[config.mk]
export PLATFORM = sky130hd
export DESIGN_NAME = key_word_router
export DESIGN_NICKNAME = d
export VERILOG_FILES = /design/src/rtl/key_word_router.sv
export SDC_FILE = /design/constraint.sdc
export NUM_CORES = 1
export LEC_CHECK = 0
export ABC_AREA = 1
export CORE_UTILIZATION = 40
export DETAILED_ROUTE_END_ITERATION = 8
export PLACE_DENSITY_LB_ADDON = 0.2
export SETUP_SLACK_MARGIN = 0.3
export SLEW_MARGIN = 20
export SYNTH_ARGS = -nofsm -noshare
export SYNTH_HDL_FRONTEND = slang
export SYNTH_SLANG_ARGS = --single-unit
[constraint.sdc]
create_clock -name clk -period 5.8 [get_ports clk]
set_input_delay 1.16 -clock clk [delete_from_list [all_inputs] [get_ports clk]]
set_output_delay 1.16 -clock clk [all_outputs]
set_load 0.005 [all_outputs]
[src/rtl/key_word_router.sv]
// Serial key-entry word assembler that routes each word by its MSBs into per-channel circular buffers.
// Optional build macro KEY_TIMEOUT_EN aborts a partial word after TIMEOUT idle cycles.

module key_word_router_ch #(
  parameter int DEPTH     = 6,
  parameter int DATA_W    = 2,
  parameter int OVERWRITE = 1,
  parameter int CW        = $clog2(DEPTH + 1)
) (
  input  logic                          clk,
  input  logic                          rst,
  input  logic                          wr_i,
  input  logic [DATA_W-1:0]             wdata_i,
  input  logic                          pop_i,
  output logic [DATA_W-1:0]             head_o,
  output logic [CW-1:0]                 cnt_o,
  output logic                          full_o,
  output logic                          ovf_o,
  output logic [DEPTH*(DATA_W+1)-1:0]   slots_o
);
  localparam int ENT_W = DATA_W + 1;
  localparam int PW    = $clog2(DEPTH);
  localparam logic [PW-1:0] LAST    = PW'(DEPTH - 1);
  localparam logic [CW-1:0] DEPTH_C = CW'(DEPTH);
  localparam bit OVW = (OVERWRITE != 0);

  logic [DATA_W-1:0] data_q [DEPTH];
  logic [DEPTH-1:0]  vld_q;
  logic [PW-1:0]     wr_ptr_q, rd_ptr_q;
  logic [CW-1:0]     cnt_q;
  logic              ovf_q;
  logic              full, can_pop, do_wr;

  function automatic logic [PW-1:0] nxt(input logic [PW-1:0] p);
    return (p == LAST) ? '0 : p + PW'(1);
  endfunction

  assign full    = (cnt_q == DEPTH_C);
  assign can_pop = pop_i && (cnt_q != '0);
  // A same-edge pop frees the oldest slot, so a full channel still accepts the write.
  assign do_wr   = wr_i && (!full || can_pop || OVW);

  always_ff @(posedge clk or posedge rst) begin
    if (rst) begin
      for (int i = 0; i < DEPTH; i++) data_q[i] <= '0;
      vld_q    <= '0;
      wr_ptr_q <= '0;
      rd_ptr_q <= '0;
      cnt_q    <= '0;
      ovf_q    <= 1'b0;
    end else begin
      if (can_pop) vld_q[rd_ptr_q] <= 1'b0;
      if (do_wr) begin
        data_q[wr_ptr_q] <= wdata_i;
        vld_q[wr_ptr_q]  <= 1'b1;
        wr_ptr_q         <= nxt(wr_ptr_q);
      end
      if (can_pop || (do_wr && full)) rd_ptr_q <= nxt(rd_ptr_q);
      if (do_wr && !can_pop && !full)  cnt_q <= cnt_q + CW'(1);
      else if (can_pop && !do_wr)      cnt_q <= cnt_q - CW'(1);
      if (wr_i && full && !can_pop)    ovf_q <= 1'b1;
      else if (can_pop)                ovf_q <= 1'b0;
    end
  end

  for (genvar s = 0; s < DEPTH; s++) begin : g_slot
    assign slots_o[s*ENT_W +: ENT_W] = {data_q[s], vld_q[s]};
  end

  assign head_o = data_q[rd_ptr_q];
  assign cnt_o  = cnt_q;
  assign full_o = full;
  assign ovf_o  = ovf_q;
endmodule

module key_word_router #(
  parameter int NUM_CH    = 4,
  parameter int CH_BITS   = $clog2(NUM_CH),
  parameter int DATA_W    = 2,
  parameter int DEPTH     = 6,
  parameter int OVERWRITE = 1,
  parameter int TIMEOUT   = 1000,
  localparam int WORD_W   = CH_BITS + DATA_W,
  localparam int ENT_W    = DATA_W + 1,
  localparam int CW       = $clog2(DEPTH + 1),
  localparam int BCW      = $clog2(WORD_W + 1)
) (
  input  logic                          clk,
  input  logic                          rst,
  input  logic                          key1,
  input  logic                          key2,
  input  logic                          rd_en,
  input  logic [CH_BITS-1:0]            rd_ch,
  output logic [DATA_W-1:0]             rd_data,
  output logic                          rd_valid,
  output logic [NUM_CH*DEPTH*ENT_W-1:0] buf_o,
  output logic [NUM_CH*CW-1:0]          count_o,
  output logic [NUM_CH-1:0]             full_o,
  output logic [NUM_CH-1:0]             ovf_o,
  output logic [BCW-1:0]                bit_cnt_o,
  output logic                          word_done,
  output logic                          key_err,
  output logic                          timeout_o
);
  logic                          key1_q, key2_q;
  logic [WORD_W-2:0]             sr_q;
  logic [BCW-1:0]                bit_cnt_q;
  logic                          word_done_q, key_err_q, rd_valid_q;
  logic [DATA_W-1:0]             rd_data_q;
  logic                          rise1, rise2, both, acc, last, wr_fire, rd_ok, expire;
  logic [WORD_W-1:0]             word;
  logic [CH_BITS-1:0]            word_ch;
  logic [NUM_CH-1:0][DATA_W-1:0] head;
  logic [NUM_CH-1:0][CW-1:0]     cnt;

  assign rise1   = key1 & ~key1_q;
  assign rise2   = key2 & ~key2_q;
  assign both    = rise1 & rise2;
  assign acc     = rise1 ^ rise2;
  assign last    = (bit_cnt_q == BCW'(WORD_W - 1));
  assign word    = {sr_q, rise1};
  assign word_ch = word[WORD_W-1 -: CH_BITS];
  assign wr_fire = acc & last;
  assign rd_ok   = rd_en && (cnt[rd_ch] != '0);

  always_ff @(posedge clk or posedge rst) begin
    if (rst) begin
      key1_q      <= 1'b0;
      key2_q      <= 1'b0;
      sr_q        <= '0;
      bit_cnt_q   <= '0;
      word_done_q <= 1'b0;
      key_err_q   <= 1'b0;
      rd_valid_q  <= 1'b0;
      rd_data_q   <= '0;
    end else begin
      key1_q      <= key1;
      key2_q      <= key2;
      key_err_q   <= both;
      word_done_q <= wr_fire;
      rd_valid_q  <= rd_ok;
      rd_data_q   <= rd_ok ? head[rd_ch] : '0;
      if (acc) begin
        if (last) begin
          sr_q      <= '0;
          bit_cnt_q <= '0;
        end else begin
          sr_q      <= word[WORD_W-2:0];
          bit_cnt_q <= bit_cnt_q + BCW'(1);
        end
      end else if (expire) begin
        sr_q      <= '0;
        bit_cnt_q <= '0;
      end
    end
  end

`ifdef KEY_TIMEOUT_EN
  localparam int TW = $clog2(TIMEOUT + 1);
  logic [TW-1:0] idle_q;
  logic          timeout_q;

  // An accepted bit on the expiry edge keeps the word alive.
  assign expire = (bit_cnt_q != '0) && !acc && (idle_q == TW'(TIMEOUT - 1));

  always_ff @(posedge clk or posedge rst) begin
    if (rst) begin
      idle_q    <= '0;
      timeout_q <= 1'b0;
    end else begin
      timeout_q <= expire;
      if (acc || expire || bit_cnt_q == '0) idle_q <= '0;
      else                                  idle_q <= idle_q + TW'(1);
    end
  end
  assign timeout_o = timeout_q;
`else
  assign expire    = 1'b0;
  assign timeout_o = 1'b0;
`endif

  for (genvar c = 0; c < NUM_CH; c++) begin : g_ch
    key_word_router_ch #(
      .DEPTH(DEPTH), .DATA_W(DATA_W), .OVERWRITE(OVERWRITE), .CW(CW)
    ) u_ch (
      .clk     (clk),
      .rst     (rst),
      .wr_i    (wr_fire && (word_ch == CH_BITS'(c))),
      .wdata_i (word[DATA_W-1:0]),
      .pop_i   (rd_en && (rd_ch == CH_BITS'(c))),
      .head_o  (head[c]),
      .cnt_o   (cnt[c]),
      .full_o  (full_o[c]),
      .ovf_o   (ovf_o[c]),
      .slots_o (buf_o[c*DEPTH*ENT_W +: DEPTH*ENT_W])
    );
  end

  assign count_o   = cnt;
  assign bit_cnt_o = bit_cnt_q;
  assign word_done = word_done_q;
  assign key_err   = key_err_q;
  assign rd_valid  = rd_valid_q;
  assign rd_data   = rd_data_q;
endmodule

Yosys cells after proc, flatten, opt, wreduce, memory -nomap -nowiden
Index checks and enable logic that the tools add are counted.

Add/sub/neg operators: 17. $mul: 0. Div/mod/pow operators: 0. Order comparisons: 29. Equal/unequal tests: 19. Shift-type cells: 0. Mux-type cells: 79. Bitwise gates (word level): 27. Reduce and logical (&&, ||, !) cells: 76.

Operators with widths (count): $mux W3 (19); $bwmux W12 (4); $mux W6 (8); $logic_and A1 B1 Y1 (45); $add A3 B1 Y3 const B (13); $eq A3 B3 Y1 const B (12); $ge A4 B4 Y1 const B (8); $lt A3 B4 Y1 const B (8); $not A3 Y4 (8); $mux W2 (14); $and A6 B6 Y6 (4); $bmux W2 S3 (4); $demux W1 S3 (8); $demux W2 S3 (4); $ge A3 B1 Y1 const B (8); $not A6 Y6 (4); $or A6 B6 Y6 (4); $lt A4 B1 Y1 const B (4); $mux W1 (16); $reduce_bool A2 Y1 (8); $reduce_bool A3 Y1 (5); $logic_not A1 Y1 (12); $sub A3 B1 Y3 const B (4); $eq A2 B2 Y1 const B (4); other kinds (10) (19).

Flip-flop bits (word level): 125. Latch bits: 0. RAM bits: 0. ROM bits: 0. Output and inout port bits: 101. Logic and storage cells: 299. Memories kept: 0.

Logic depth before layout (Yosys ltp)
Depth after elaboration: 9. Gate-level depth with buffers: 12. Mapped depth without buffers: 11.

Modules after synthesis
A second synthesis with hierarchy kept.

Cells, all modules: 723. Area, all modules: 5890.6 um^2.

Modules (own cells, without submodules): key_word_router_ch (g_ch[1].u_ch ...) (times used 2, cells an instance 156, area an instance 1300.0 um^2); key_word_router_ch (g_ch[3].u_ch) (times used 1, cells an instance 158, area an instance 1303.8 um^2); key_word_router_ch (g_ch[0].u_ch) (times used 1, cells an instance 159, area an instance 1292.5 um^2); key_word_router (times used 1, cells an instance 94, area an instance 694.4 um^2).

Worst setup path before layout
OpenSTA, ideal clock, no wires.

Path kind: input-to-reg. Start point: input key1. End point: register g_ch[1].u_ch.cnt_q[2]. Setup time: 79 ps. Arrival: 2941 ps. Path slack: 2780 ps. Stages on the path: 11. Path through: inv_1 nor2_1 ha_1 buf_4 nand3_4 nor3_4 nand3_1 fa_1 o21bai_1 nand2_1 xor2_1.

Word-level cells in the longest chain between the ends: 7. Elaborated cells on any way between the ends: 10.

Ends and longest elaborated chain: from (decl) (line 90) `input logic key1,`; $and A1 B1 Y1 * (line 116) `assign rise1 = key1 & ~key1_q;`; named net g_ch[0].u_ch.wdata_i[0] (line 13) `input logic [DATA_W-1:0] wdata_i,`; $xor A1 B1 Y1 * (line 119) `assign acc = rise1 ^ rise2;`; named net acc (line 110) `logic rise1, rise2, both, acc, last, wr_fire, rd_ok, expire;`; $and A1 B1 Y1 * (line 123) `assign wr_fire = acc & last;`; $logic_and A1 B1 Y1 * (line 188) `.wr_i (wr_fire && (word_ch == CH_BITS'(c))),`; $logic_and A1 B1 Y1 or $logic_not A1 Y1 (tied branches) (line 59, 60); $logic_and A1 B1 Y1 (on tied branches) (line 59, 60); $mux W3 or $reduce_bool A2 Y1 (tied branches); to (signal assigned) (line 59) `if (do_wr && !can_pop && !full) cnt_q <= cnt_q + CW'(1);`; to (signal assigned) (line 60) `else if (can_pop && !do_wr) cnt_q <= cnt_q - CW'(1);`; to (decl) (line 30) `logic [CW-1:0] cnt_q;`.

Mark *: on every way through the listed nets, which the timed path passes. The rest lies on a longest branch. A chain may end at the register's enable or synchronous reset.

Final worst setup path
Ends and elaborated chain as after synthesis.

==> out/results.md <==
| Stage | Result | Reported |
| --- | --- | --- |
| status | Result of the run | complete, no violations |
| floorplanning | Die outline width | 122 um |
| pwr | Total power per unit cell area | 422 nW/um^2 |
| global routing | Vias in the first global route | 4,559 |
| cells and area | Most common cell after layout, fill and taps aside | sky130_fd_sc_hd__nand2_1 |
| sta | Setup TNS after final layout | 0 ns |
| setup path | Worst Path Class, Setup | input port to flop |
| routing | Total length of routed wires | 14,300 um |
| yosys | Mean area per synthesized cell | 8.55 um^2 |
| setup path | Worst endpoint required time | 6.14 ns |
| cells and area | Final standard cell area without fillers | 7530 um^2 |
| sta | Number of max-slew violations in the final report | 0 |
| floorplanning | Initial core utilization | 0.411 |
| sta | Min Tclk post-route | 3.36 ns |
| yosys | Post-synthesis instance area | 5720 um^2 |
| routing | Post-DR vias/cell | 4.98 |
| sta | Slew at the pin closest to its max-slew limit | 0.989 ns |
| clocking | Clock-pin slew reported for the worst setup and hold paths after clock tree synthesis | 0.05 ns |
| sta | Post-route clock skew | 0.00698 ns |
| floorplanning | Total I/O pin count | 108 |
| global routing | Gr usage total | 0.208 |
| clocking | Maximum root-to-sink buffer count | 2 |
| routing | Vias after detailed routing | 4,822 |
| yosys | Part of the Yosys area used for sequential elements | 0.547 |
| place | Gp weighted congestion | 0.896 |
| global routing | Initial antenna violation count | 0 |
| sta | Final worst-path cycle share | 0.579 |
| global routing | Global-route congestion overflow total | 0 |
| cells and area | Commonest cells after routing, fill and taps aside | sky130_fd_sc_hd__nand2_1, sky130_fd_sc_hd__dfrtp_1, sky130_fd_sc_hd__clkdlybuf4s50_1 |
| setup path | Largest fanout of any net on the critical path | 9 |
| clocking | Clock sink count | 125 |
| clocking | TritonCTS Buffers | 17 |
| yosys | Area share of the leading cell type in the synthesized netlist | 0.547 |
| routing | Total DRC errors in the routed layout | 0 |
| sta | RSZ-0062 raised after global routing | false |
| sta | Max Fclk | 298 MHz |
| place | Estimated wirelength of the detail-placed design | 10,400 um |
| pwr | Maximum vdd ir drop | 0.206 mV |
| floorplanning | CORE AREA | 13,900 um^2 |
| clocking | CTS tree | built |
| clocking | Source-to-sink clock delay at the later pin of the worst-skew pair | 0.42 ns |
| cells and area | Total Nets Final | 788 |
| sta | Headroom to the max-slew limit | 0.340 |
| clocking | Maximum level of the CTS H-tree | 4 |
| floorplanning | Row count | 43 |
| cells and area | Synth-to-layout area growth | 31.5% |
| floorplanning | Vertical die dimension | 122 um |
| sta | Endpoints failing hold | 0 |
| yosys | Number of synthesized register bits | 125 |
| yosys | Mapped Nets | 682 |
| clocking | Root buf cell | sky130_fd_sc_hd__clkbuf_16 |
| global routing | Wire length of the first global-routing pass | 23,300 um |
| global routing | Maximum number of pins on one net before global-route repair | 61 |
| yosys | Library cell with the largest summed area after synthesis | sky130_fd_sc_hd__dfrtp_1 |
| routing | Initial DRC count | 341 |
| pwr | Final total power | 0.00318 W |
| job | Max capacitance violation total | 0 |
| cells and area | Diode count | 0 |
| clocking | Count of hold buffers inserted by post-cts repair | 0 |
| place | Area of placed instances | 6910 um^2 |
| clocking | Number of gates given a new drive strength after cts | 0 |
| pwr | Leakage power figure | 3.63 nW |
| setup path | Critical Path End Type | flop |
| setup path | Arrival time of data at the critical path endpoint | 3.70 ns |
| hold path | Worst Hold Class | flop to flop |
| routing | Drt wl/cell | 14.8 um |
| floorplanning | Die area | 14,800 um^2 |
| clocking | Post-CTS setup buffer count | 0 |
| yosys | Unique cell type count in the Yosys netlist | 29 |
| routing | Number of nets with antenna violations after detailed routing | 0 |
| yosys | YS warnings | 0 |
| yosys | Leading post-synthesis cells by cell area | sky130_fd_sc_hd__dfrtp_1, sky130_fd_sc_hd__nand2_1, sky130_fd_sc_hd__o21ai_0 |
| setup path | Category of the worst setup path launch point | input port |
| cells and area | Number of filler instances in the final layout | 1,281 |
| routing | DR pass1 iterations | 5 |
| yosys | Post-synthesis instance total | 669 |
| cells and area | Layout cell share with drive strength beyond 1 | 0.0647 |
| place | Number of I/O port buffers | 106 |
| sta | Finish-stage setup viols | 0 |
## routing by layer
metal  GRT usage  part of all wire  vias to the layer above
li1            -                 -                     2374
met1       0.283              0.46                     2304
met2       0.326              0.47                      124
met3      0.0463             0.053                       20
met4      0.0764             0.015                        0
met5           0                 0                        -
## sequential cells by signal, indices dropped and copies added, names as in the netlist
| register | cells |
|---|---|
| g_ch.u_ch.slots_o | 48 |
| g_ch.u_ch.vld_q | 24 |
| g_ch.u_ch.cnt_o | 12 |
| g_ch.u_ch.rd_ptr_q | 12 |
| g_ch.u_ch.wr_ptr_q | 12 |
| g_ch.u_ch.ovf_o | 4 |
| bit_cnt_o | 3 |
| sr_q | 3 |
| rd_data | 2 |
| key1_q | 1 |
| key2_q | 1 |
| key_err | 1 |
| rd_valid | 1 |
| word_done | 1 |
## cell families after synthesis
logic type | Yosys count | share of synthesized area
AOI/OAI and AO/OA | 121 | 0.112
xor gates and xnor gates | 15 | 0.0230
adders and majority gates | 6 | 0.0184
buffers and inverters | 102 | 0.0735
DFF | 125 | 0.547
other | 1 | 0.000655
and+or+nand+nor | 299 | 0.226
## path summary, 6_finish.rpt
check | startpoint | end | slack, ns | cells after the start
worst max-delay path | key1 | g_ch[1].u_ch.cnt_o[2]$_DFFE_PP0P_ | 2.44 | 11
worst min-delay path | g_ch[3].u_ch.wr_ptr_q[0]$_DFFE_PP0N_ | g_ch[3].u_ch.wr_ptr_q[0]$_DFFE_PP0N_ | 0.50 | 1
worst max register to register | key1_q$_DFF_PP0_ | g_ch[1].u_ch.cnt_o[2]$_DFFE_PP0P_ | 3.34 | 9
worst min register to register | g_ch[3].u_ch.wr_ptr_q[0]$_DFFE_PP0N_ | g_ch[3].u_ch.wr_ptr_q[0]$_DFFE_PP0N_ | 0.50 | 1
max in group asynchronous | rst | g_ch[0].u_ch.ovf_o$_DFFE_PP0P_ | 3.62 | 3
min in group asynchronous | rst | g_ch[3].u_ch.slots_o[1]$_DFFE_PP0P_ | 1.24 | 2
## power by group
| part | switching, W | leakage (nW) | internal (W) |
|---|---|---|---|
| combinational | 0.000455 | 1.66 | 0.000389 |
| clock | 0.000362 | 0.309 | 0.000722 |
| sequential | 0.000210 | 1.65 | 0.00104 |
## worst max-delay path: stages
cell and delay, ns:
sky130_fd_sc_hd__clkdlybuf4s50_1 0.43, sky130_fd_sc_hd__inv_1 0.06, sky130_fd_sc_hd__nor2_1 0.04, sky130_fd_sc_hd__ha_1 0.46
sky130_fd_sc_hd__nand3_4 0.20, sky130_fd_sc_hd__nor3_4 0.31, sky130_fd_sc_hd__nand3_1 0.20, sky130_fd_sc_hd__fa_1 0.42
sky130_fd_sc_hd__o21bai_1 0.16, sky130_fd_sc_hd__nand2_1 0.09, sky130_fd_sc_hd__xor2_1 0.14
## Yosys cell counts
cell / instances
sky130_fd_sc_hd__a21boi_0: 3
sky130_fd_sc_hd__o21a_1: 2
sky130_fd_sc_hd__nor4_2: 1
sky130_fd_sc_hd__nor2_2: 2
sky130_fd_sc_hd__o22ai_1: 4
sky130_fd_sc_hd__nand3_1: 50
sky130_fd_sc_hd__nand2_1: 192
sky130_fd_sc_hd__clkinv_1: 1
sky130_fd_sc_hd__inv_1: 75
sky130_fd_sc_hd__nor3_2: 2
sky130_fd_sc_hd__nor2_1: 32
sky130_fd_sc_hd__nand3b_1: 1
sky130_fd_sc_hd__xor2_1: 15
sky130_fd_sc_hd__buf_4: 10
sky130_fd_sc_hd__o211ai_1: 5
sky130_fd_sc_hd__clkbuf_1: 11
sky130_fd_sc_hd__inv_2: 5
sky130_fd_sc_hd__a21oi_1: 4
sky130_fd_sc_hd__dfrtp_1: 125
sky130_fd_sc_hd__nand3_4: 1
sky130_fd_sc_hd__nand4_1: 11
sky130_fd_sc_hd__conb_1: 1
sky130_fd_sc_hd__fa_1: 4
sky130_fd_sc_hd__ha_1: 2
sky130_fd_sc_hd__o21bai_1: 2
sky130_fd_sc_hd__o21ai_0: 82
sky130_fd_sc_hd__or2_2: 5
sky130_fd_sc_hd__nor3_4: 2
sky130_fd_sc_hd__o21ai_1: 19
## area by class of cell
| cell class | count | area, um^2 | share of cell area |
|---|---|---|---|
| flip-flops and latches | 125 | 3130 | 0.415 |
| multi-input cells | 442 | 2170 | 0.289 |
| repair buffers | 108 | 1080 | 0.143 |
| clock buffers | 27 | 543 | 0.0721 |
| inverters | 81 | 307 | 0.0407 |
| well taps | 180 | 225 | 0.0299 |
| clock inverters | 5 | 75.1 | 0.00997 |
## stage by stage
stage	utilization	hold WS, ns	std cells	setup WS, ns
floorplan	-	0.463	669	1.31
finish	0.540	0.497	968	2.44
CTS	0.540	0.498	968	2.44
detailed placement	0.496	0.487	936	1.99
global placement	0.496	0.492	936	2.13
global route	0.540	0.511	968	2.18
Note: power is estimated with default switching activity, not from simulation.
